===== config.mk =====
export PLATFORM = sky130hd
export DESIGN_NAME = sync_fifo_mem
export DESIGN_NICKNAME = d
export VERILOG_FILES = /design/src/rtl/issue_queue_model_pkg.sv /design/src/rtl/sync_fifo_mem.sv
export SDC_FILE = /design/constraint.sdc
export NUM_CORES = 1
export LEC_CHECK = 0
export ABC_AREA = 0
export CORE_AREA = 10 10 186 188
export CTS_BUF_LIST = sky130_fd_sc_hd__clkbuf_8 sky130_fd_sc_hd__clkbuf_16
export CTS_CLUSTER_SIZE = 10
export DETAILED_ROUTE_END_ITERATION = 8
export DIE_AREA = 0 0 196 198
export PLACE_DENSITY = 0.9
export SYNTH_ARGS = -nofsm -noshare
export SYNTH_HDL_FRONTEND = slang
export SYNTH_SLANG_ARGS = --single-unit

===== constraint.sdc =====
create_clock -name core_clk -period 15.5 [get_ports core_clk]
set_input_delay 1.55 -clock core_clk [delete_from_list [all_inputs] [get_ports core_clk]]
set_output_delay 1.55 -clock core_clk [all_outputs]
set_load 0.05 [all_outputs]

===== src/rtl/issue_queue_model_pkg.sv =====
// Shared types and defaults for the issue queue stand-in.
// Pure declarations; no latency or backpressure of its own.
package issue_queue_model_pkg;

    localparam int ISSUE_QUEUE_DEPTH_DEFAULT = 8;

    typedef struct packed {
        logic [31:0] pc;
        logic [31:0] instr;
    } issue_entry_t;

endpackage


===== src/rtl/sync_fifo_mem.sv =====
// Issue queue storage: one write port, combinational read at the head.
// Write takes effect on the clock edge, read is zero-latency; no flow control here.
module sync_fifo_mem
    import issue_queue_model_pkg::*;
#(
    parameter int DEPTH  = ISSUE_QUEUE_DEPTH_DEFAULT,
    parameter int DATA_W = 64,
    parameter int PTR_W  = $clog2(DEPTH)
) (
    input  logic              core_clk,
    input  logic              wr_vld,
    input  logic [PTR_W-1:0]  wr_addr,
    input  logic [DATA_W-1:0] wr_dat,
    input  logic [PTR_W-1:0]  rd_addr,
    output logic [DATA_W-1:0] rd_dat
);

    // Contents are never reset; occupancy tracking lives in the parent.
    logic [DATA_W-1:0] mem_q [DEPTH];

    always_ff @(posedge core_clk) begin
        if (wr_vld) begin
            mem_q[wr_addr] <= wr_dat;
        end
    end

    assign rd_dat = mem_q[rd_addr];

endmodule


==> summary by stage <==
Run status
The run finished with clean final reports.

CTS
No sink is reached through more buffers than the 3 on the longest clock path. The TritonCTS clock tree is yes. The quantity of gates resized following cts is 0. The tree is rooted in a sky130_fd_sc_hd__clkbuf_16. The clock sink count is roughly 500.

The maximum level of the CTS H-tree is 2. The post-cts hold buffer count is 0. Once the clock tree was built, the setup fixing pass inserted 0 buffers.

The clock transition time at the flip-flop clock pins of the worst setup and hold paths is 0.05 ns. The number of clock buffers added by TritonCTS is 57.

Pwr
VDD sags by at most approximately 0.097 mV. The internal power is between 0.002 and 0.0025 W. The net switching component of the power is around 0.0006 W. The combinational fraction of design power is about 8.5%.

The switching fraction of total power is between 20% and 30%. The static leakage power is roughly 7.1 nW. The share of total power dissipated in sequential elements is between 50% and 60%.

Power spread over the standard cell area amounts to roughly 130 nW/µm². The power after layout is just under 0.003 W. The relative contribution of the clock network to total power is between 30% and 40%.

STA
The number of hold violations in the final report is 0. The pin slew with the least headroom to its limit is between 1 and 1.5 ns. Setup violations remaining at the end of the flow were counted as 0.

The total count of max-transition violations in the final report is 0. After routing, the total negative slack on setup checks comes to 0 ns. In the post-route analysis, the smallest setup slack over all paths is 9.11 ns. The maximum frequency from static timing analysis is between 150 and 200 MHz.

The final period utilization is 41.2%. Setup repair after global routing left no endpoint under its margin. The final critical delay including setup and external delays is between 6 and 7 ns. The relative max-transition margin is 25.3%.

Critical path
The worst setup path is of the input port to output pin kind. STA classifies the critical path startpoint as an input port. For the worst setup path, the data required time is 13.95 ns.

The data arrival time of the critical path is 4.84 ns. The kind of capture point of the worst setup path is an output pin. The largest driver fanout on the critical path is 75.

Synthesis
By area the synthesized netlist is led by sky130_fd_sc_hd__edfxtp_1, sky130_fd_sc_hd__mux4_2, sky130_fd_sc_hd__mux2_2, sky130_fd_sc_hd__buf_6, sky130_fd_sc_hd__buf_1. After synthesis, the netlist uses 12 different library cells. The fraction of post-synthesis cell area in the top cell type by area is between 70% and 80%. The proportion of synthesized chip area in sequential cells is between 70 and 80%. In this run the cell area of the synthesized design comes to between 15000 and 20000 µm².

The number of warnings issued by yosys is 0. After technology mapping, the gate count stands at approximately 750. The largest total area in the synthesized netlist belongs to sky130_fd_sc_hd__edfxtp_1.

After synthesis, the mean cell area works out to 25.6 µm². The number of nets in the synthesized netlist is between 800 and 900. Counting flops and latches in the post-synthesis netlist gives 512.

Global route
Global routing finished with a remaining overflow of 0. The number of antenna violations at the first check in global routing is 4. The first global-routing pass estimated 56300 µm of wire. Entering global routing, the biggest net connects 76 pins. The total global-route track usage is about a fifth.

The number of global-route vias before repair is slightly above 9000.

Floorplanning
In this run the count of I/O pins placed on the die edge is 136. The core region is a little over 30000 µm². In this run the horizontal extent of the chip is roughly 200 µm. In this run the vertical extent of the chip is slightly below 200 µm.

The area of the die is ~39000 µm². The effective utilization at floorplan is between 60% and 70%. The floorplan row count is 65.

Routing
The wire length on met1 is about 14000 µm. Summed over all nets, wire length on met2 after detailed routing comes to approximately 20000 µm. After detailed routing, the number of vias per cell comes to 6.31. The routed design uses between 2000 and 2500 µm of met3 wire. The wire length reported by the detailed router is roughly 37000 µm.

The number of DRC markers after the initial detailed-route iteration is just under 800. The uppermost metal layer occupied by signal nets is met5. For this run, the detailed router's first-pass iteration total came to 4. For this block, the via count after detailed routing is roughly 8400. The residual DRC count is 0. After detailed routing, the average wire length per cell comes to ~28 µm.

In this run the remaining antenna-violating nets after routing total 0.

Placement
The number of buffers added on ports is between 100 and 150. Counting tap cells, the placed design contains a total of around 1300 instances. At the placement stage, the worst setup path has a slack of approximately 9 ns. The area after detailed placement is approximately 21000 µm². Detailed placement finished with a half-perimeter wire length of roughly 19000 µm.

Routability-driven placement finished with a final weighted congestion of between 0.6 and 0.7.

Finish
The area growth from synthesis to layout is 17.0%. The fraction of final layout cells with drive strength greater than 1 is between 20% and 30%. The final instance area is between 20000 and 25000 µm². The most common cell after layout, fill and taps aside is sky130_fd_sc_hd__edfxtp_1. In the final layout, the registers with the most flip-flops are mem_q: 512 flops. The library cells used most frequently in the layout, excluding fill and tap cells, are sky130_fd_sc_hd__edfxtp_1, sky130_fd_sc_hd__clkdlybuf4s50_1, sky130_fd_sc_hd__mux4_2, sky130_fd_sc_hd__mux2_2, sky130_fd_sc_hd__clkbuf_16. The register with the most flip-flops in the layout has ~500 of them. The final net count is 994. The number of cells in the finished layout apart from fillers is around 1300.

The register with the most flip-flops is mem_q.

Run
The number of max-cap violations is 0.

Hold path
The path class of the tightest hold or removal check is input port to flip-flop.
-- through the flow --
| step | util (%) | hold WS (ns) |
|---|---|---|
| after floorplan | - | 1.65 |
| after global routing | 72.5 | 1.73 |
| after CTS | 72.5 | 1.69 |
| final | 72.5 | 1.72 |
| after global placement | 67.7 | 2.27 |
| after detailed placement | 67.7 | 2.29 |
-- power groups by stage --
| stage | combinational (W) | sequential [W] | clock [W] |
|---|---|---|---|
| 5_1_grt | 0.000264 | 0.00159 | 0.00119 |
| 6_report | 0.000250 | 0.00158 | 0.00112 |
| 3_3_place_gp | 0.000248 | 0.00161 | 0 |
| 2_1_floorplan | 0.000160 | 0.00161 | 0 |
| 4_1_cts | 0.000254 | 0.00159 | 0.00114 |
| 3_5_place_dp | 0.000252 | 0.00161 | 0 |
-- Yosys cell counts --
cell                         n
sky130_fd_sc_hd__nand2b_1    3
sky130_fd_sc_hd__edfxtp_1  512
sky130_fd_sc_hd__buf_6      11
sky130_fd_sc_hd__nor2_1      6
sky130_fd_sc_hd__nand2_1     2
sky130_fd_sc_hd__buf_2       3
sky130_fd_sc_hd__nor3_1      2
sky130_fd_sc_hd__clkbuf_1    9
sky130_fd_sc_hd__buf_1       9
sky130_fd_sc_hd__buf_4       3
sky130_fd_sc_hd__mux4_2    128
sky130_fd_sc_hd__mux2_2     64
-- critical path, stage by stage --
cell,delay [ns]
sky130_fd_sc_hd__clkbuf_8,0.66
sky130_fd_sc_hd__buf_4,0.93
sky130_fd_sc_hd__mux4_2,0.62
sky130_fd_sc_hd__mux2_2,0.29
sky130_fd_sc_hd__clkdlybuf4s50_1,0.71
-- worst paths after layout --
kind | from | to | slack [ns] | cells after the start
setup / recovery | rd_addr[0] | rd_dat[50] | 9.11 | 5
hold / removal | wr_dat[24] | mem_q[3][24]$_DFFE_PP_ | 1.72 | 1
-- layout make-up --
| cell class | count | area [µm²] |
|---|---|---|
| Timing Repair Buffer | 146 | 1440 |
| Tap cell | 402 | 503 |
| Clock inverter | 3 | 21.3 |
| Fill cell | 1659 | 8530 |
| Clock buffer | 59 | 1480 |
| Sequential cell | 512 | 15400 |
| Antenna cell | 2 | 5.00 |
| Multi-Input combinational cell | 205 | 3720 |
-- metal layers --
layer,global-route usage (%),vias to the layer above
li1,-,3561
met4,5.71,2
met2,33.5,297
met1,23.9,4471
met5,0,-
met3,4.40,57
-- kinds of logic (layout without fill, tap and decap cells) --
| kind of cell | Yosys count | count (layout) | synth area share [%] |
|---|---|---|---|
| muxes | 192 | 192 | 18.7 |
| buffers and inverters | 35 | 208 | 1.19 |
| and+or+nand+nor | 13 | 13 | 0.305 |
| other | 0 | 2 | 0 |
| DFF | 512 | 512 | 79.8 |
No activity file was read; power rests on OpenSTA's default activity.
